`src/rtl/reg_value1_pkg.sv`:
```
// Shared pipeline definitions for operand forwarding.
// ForwardSel1 encodings that identify where a forwarded operand came from.
package reg_value1_pkg;

  typedef enum logic [1:0] {
    SEL_REG  = 2'd0,
    SEL_PRI  = 2'd1,
    SEL_HIST = 2'd2
  } fwd_sel_e;

endpackage

```
`src/rtl/reg_value1_match.sv`:
```
// Index comparator for forwarding: hit on a valid write to the index being read.
// Register 0 is hard-wired, so it never produces a hit.
module regvalue_match #(
  parameter int ADDR_W = 5
) (
  input  logic              i_valid,
  input  logic [ADDR_W-1:0] i_wrIdx,
  input  logic [ADDR_W-1:0] i_rdIdx,
  output logic              o_hit
);

  assign o_hit = i_valid && (i_wrIdx == i_rdIdx) && (i_rdIdx != '0);

endmodule

```
`src/rtl/reg_value1.sv`:
```
// Register operand forwarding: primary pending write, optional one-deep write history.
// History path is built only when REGVALUE1_HISTORY_EN is defined.
module reg_value1
  import reg_value1_pkg::*;
#(
  parameter int DATA_W = 32,
  parameter int ADDR_W = 5
) (
  input  logic              CLK,
  input  logic              RESET,
  input  logic [ADDR_W-1:0] ReadRegister1,
  input  logic [DATA_W-1:0] RegisterData1,
  input  logic [ADDR_W-1:0] WriteRegister1stPri1,
  input  logic [DATA_W-1:0] WriteData1stPri1,
  input  logic              Valid1stPri1,
  input  logic              comment,
  output logic [DATA_W-1:0] Output1,
  output logic [1:0]        ForwardSel1
);

  logic              w_priHit;
  logic              w_histHit;
  logic [DATA_W-1:0] w_histData;
  logic              w_unused;

  regvalue_match #(.ADDR_W(ADDR_W)) u_priMatch (
    .i_valid (Valid1stPri1),
    .i_wrIdx (WriteRegister1stPri1),
    .i_rdIdx (ReadRegister1),
    .o_hit   (w_priHit)
  );

`ifdef REGVALUE1_HISTORY_EN
  logic              r_histValid;
  logic [ADDR_W-1:0] r_histIdx;
  logic [DATA_W-1:0] r_histData;

  // Last cycle's primary write, kept so a just-retired result still forwards.
  always_ff @(posedge CLK or posedge RESET) begin
    if (RESET) begin
      r_histValid <= 1'b0;
      r_histIdx   <= '0;
      r_histData  <= '0;
    end else begin
      r_histValid <= Valid1stPri1;
      r_histIdx   <= WriteRegister1stPri1;
      r_histData  <= WriteData1stPri1;
    end
  end

  regvalue_match #(.ADDR_W(ADDR_W)) u_histMatch (
    .i_valid (r_histValid),
    .i_wrIdx (r_histIdx),
    .i_rdIdx (ReadRegister1),
    .o_hit   (w_histHit)
  );

  assign w_histData = r_histData;
  assign w_unused   = comment;
`else
  assign w_histHit  = 1'b0;
  assign w_histData = '0;
  assign w_unused   = &{1'b0, CLK, RESET, comment};
`endif

  // The primary write is the youngest value, so it wins over history.
  always_comb begin
    Output1     = RegisterData1;
    ForwardSel1 = SEL_REG;
    if (w_priHit) begin
      Output1     = WriteData1stPri1;
      ForwardSel1 = SEL_PRI;
    end else if (w_histHit) begin
      Output1     = w_histData;
      ForwardSel1 = SEL_HIST;
    end
  end

endmodule

```
`config.mk`:
```
export PLATFORM = sky130hd
export DESIGN_NAME = reg_value1
export DESIGN_NICKNAME = d
export VERILOG_FILES = /design/src/rtl/reg_value1_pkg.sv /design/src/rtl/reg_value1_match.sv /design/src/rtl/reg_value1.sv
export SDC_FILE = /design/constraint.sdc
export NUM_CORES = 1
export LEC_CHECK = 0
export CORE_ASPECT_RATIO = 0.8
export CORE_MARGIN = 1
export CORE_UTILIZATION = 23
export DETAILED_ROUTE_END_ITERATION = 6
export PLACE_DENSITY_LB_ADDON = 0.12
export SLEW_MARGIN = 20
export SYNTH_ARGS = -nofsm -noshare
export SYNTH_HDL_FRONTEND = slang
export SYNTH_SLANG_ARGS = --single-unit
```
`constraint.sdc`:
```
create_clock -name vclk -period 4.8
set_input_delay 0.96 -clock vclk [all_inputs]
set_output_delay 0.96 -clock vclk [all_outputs]
set_load 0.005 [all_outputs]
```
==> results.env <==
POWER.SWITCHING_FRACTION=0.2083
SETUP-TNS-FINAL_PS=0
YS_TYPES=11
TIMING.CRITICAL_PATH.CELLS='clkdlybuf4s50_1 > xnor2_1 > nand2_1 > a211oi_4 > buf_4 > mux2_2 > clkdlybuf4s50_1'
DPL-INSTANCE-AREA_UM2=1714
SETUP.WORST_PATH.END_CLASS='output pin'
DESIGN.FINAL.NETS=233
FP-ROW-COUNT=16
VIA_COUNT=801
POWER_DENSITY_nW_PER_UM2=76.15
SEQ_POWER_SHARE=0
INTERNAL_POWER_uW=103.3
SETUP_VIOL_COUNT_FINAL=0
FINAL_DESIGN_AREA_NO_FILL_UM2=1714
ANTENNA_CELLS_INSERTED=0
NUM-FILL-CELLS=210
MAX_CLOCK_FREQ_GHz=0.2390
TIMING.HOLD.WORST_ENDPOINT='Output1[15]'
PWR-SHARE-COMB=1.000
ROUTE.DETAILED.WL_PER_INST_UM=12.13
RSZ_0062_RAISED_AFTER_GLOBAL_ROUTING='no'
GLOBAL_ROUTE.OVERFLOW_TOTAL=0
FINAL_ANTENNA_NET_COUNT=0
CRITICAL_PATH.MOST_COMMON_CELL='sky130_fd_sc_hd__clkdlybuf4s50_1'
POSTCTSSETUPBUFFERS=0
TOTAL_POWER_uW=130.5
TIMING.CRITICAL_PATH.SLOWEST_STAGE_CELL='sky130_fd_sc_hd__clkdlybuf4s50_1'
INITIAL_ANTENNA_VIOLATION_COUNT=0
MULTIINPUTGATEAREA_UM2=560.5
CRIT_TYPE='in2out'
LARGEST_NET_DEGREE_AT_THE_START_OF_GLOBAL_ROUTING=23
PORTBUFFERS=108
SYNTHESIS.AREA_UM2=609.3
FINALHOLDVIOLCOUNT=0
FIRST_GLOBAL_VIAS=747
DIEWIDTH_UM=59.55
HOLD_CLASS='in2out'
RUN_STATUS='finished clean'
DRV_SLEW=0
HOLD_FIX_BUFFERS_AT_CTS=0
SYNTH-SEQ-AREA-SHARE=0
GLOBALPLACE.CONGESTION=0.6355
FINAL_PERIOD_MINUS_WORST_SETUP_SLACK_PS=4185
FINAL_CELL_MIX='108 x sky130_fd_sc_hd__clkdlybuf4s50_1, 29 x sky130_fd_sc_hd__mux2_4, 4 x sky130_fd_sc_hd__xnor2_1'
GRT_FIRST_PASS_WIRELENGTH_MM=3.118
WORST_EP_ARRIVAL_TIME_PS=3220
PRE_CTS_SLACK_PS=588.0
MIN_PERIOD_OVER_PERIOD=0.8719
DESIGN.SEQ.COUNT=0
DRIVE_ABOVE_1_SHARE=0.2353
POWER.SHARE.CLOCK=0
POST_SYNTHESIS_NET_COUNT=126
POST_CTS.RESIZED_INSTANCES=0
AREA.SEQUENTIAL_UM2=0
DIE-AREA_UM2=2860
CP.REQUIRED_PS=3840
DETAILEDROUTE.FIRSTPASSITERATIONCOUNT=2
ROUTE.FINAL.WIRE_LENGTH_MM=2.293
DRT_FIRST_ITER_VIOLATIONS=18
SYNTHTOLAYOUTAREAGROWTH_PCT=181.3
CLOCK_BUFFER_COUNT=0
NETSWITCHINGPOWER_uW=27.19
POST_DRT_VIA_CELL_RATIO=4.238
SYNTH.AVG_CELL_AREA_UM2=12.69
DP_HPWL_MM=2.089
LAYOUT.CELLS.MOST_COMMON='sky130_fd_sc_hd__clkdlybuf4s50_1'
DIEHEIGHT_UM=48.04
START_UTIL=0.2455
DESIGN.PORTCOUNT=112
MAX_CAP_VIOLATION_COUNT=0
POWER_LEAKAGE_uW=0.0006662
CORE_AREA_UM2=2482
GLOBALROUTETOTALUTIL=0.1400
CRITICAL-PATH-MAX-STAGE-DELAY_PS=510
SETUP_SLACK_PS=615.1
COUNT_OF_CELLS_ALONG_THE_WORST_HOLD_PATH=3
SYNTH-WARNING-COUNT=0
POSTSYNTHCELLCOUNT=48
POST-ROUTE-DRC-COUNT=0
TIMING.CRITICAL_PATH.FANOUT_MAX=7
MAX-VDD-IR-DROP_mV=0.03737
FIN_UTIL=0.6905
CRITPATHLAUNCHTYPE='primary input'
TIMING.HOLD.WORST.START='RegisterData1[15]'
-- layout make-up --
cell class / instances / share of cell area
multi-input combinational: 43 / 0.3270
timing repair buffer: 110 / 0.6467
tap: 36 / 0.02628
-- cell families (layout without fill, tap and decap cells) --
family	after synthesis	after routing	synth area share
muxes	32	32	0.7700
buffers and inverters	5	110	0.08007
xor gates and xnor gates	4	4	0.05749
and+or+nand+nor	4	4	0.02668
AOI/OAI and AO/OA	2	2	0.05956
other	1	1	0.006154
-- how the worst max path moves through the flow --
stage / endpoint / slack (ps) / start
final: Output1[31] / 620 / ReadRegister1[3]
after global routing: Output1[31] / 510 / ReadRegister1[3]
after CTS: Output1[31] / 580 / ReadRegister1[3]
after detailed placement: Output1[31] / 590 / ReadRegister1[3]
after global placement: Output1[0] / 610 / ReadRegister1[3]
after floorplan: Output1[10] / 1780 / ReadRegister1[3]
-- power by group through the flow --
| stage | Sequential, uW | Clock (uW) | Combinational [uW] |
|---|---|---|---|
| detailed placement | 0 | 0 | 131 |
| CTS | 0 | 0 | 132 |
| global route | 0 | 0 | 139 |
| global placement | 0 | 0 | 129 |
| finish | 0 | 0 | 131 |
| floorplan | 0 | 0 | 36.4 |
-- synth_stat cells (all sizes together) --
cell type / n / area (um^2)
nand3: 1 / 5.000
buf: 5 / 48.79
nor2: 1 / 3.750
a211oi: 1 / 20.02
conb: 1 / 3.750
o41ai: 1 / 16.27
xnor2: 4 / 35.03
nand2: 2 / 7.510
mux2: 32 / 469.2
-- through the flow --
step / hold slack [ps] / cells
finish: 2981 / 189
global route: 2996 / 189
CTS: 2982 / 189
detailed placement: 2982 / 189
global placement: 2984 / 189
floorplan: 2041 / 48
-- layer usage --
layer | GRT usage | vias up | routed length [um]
li1 | - | 384 | -
met1 | 0.1291 | 364 | 695
met2 | 0.3258 | 51 | 1298
met3 | 0.02162 | 2 | 271
met4 | 0.02791 | 0 | 27
met5 | 0 | - | 0
-- worst max-delay path, delay by kind of cell --
kind / cells / cell delay [ps]
xor+xnor: 1 / 130
simple gates: 1 / 100
buf+inv: 3 / 1240
mux: 1 / 340
compound gates: 1 / 450
(Power assumes the default switching activity.)
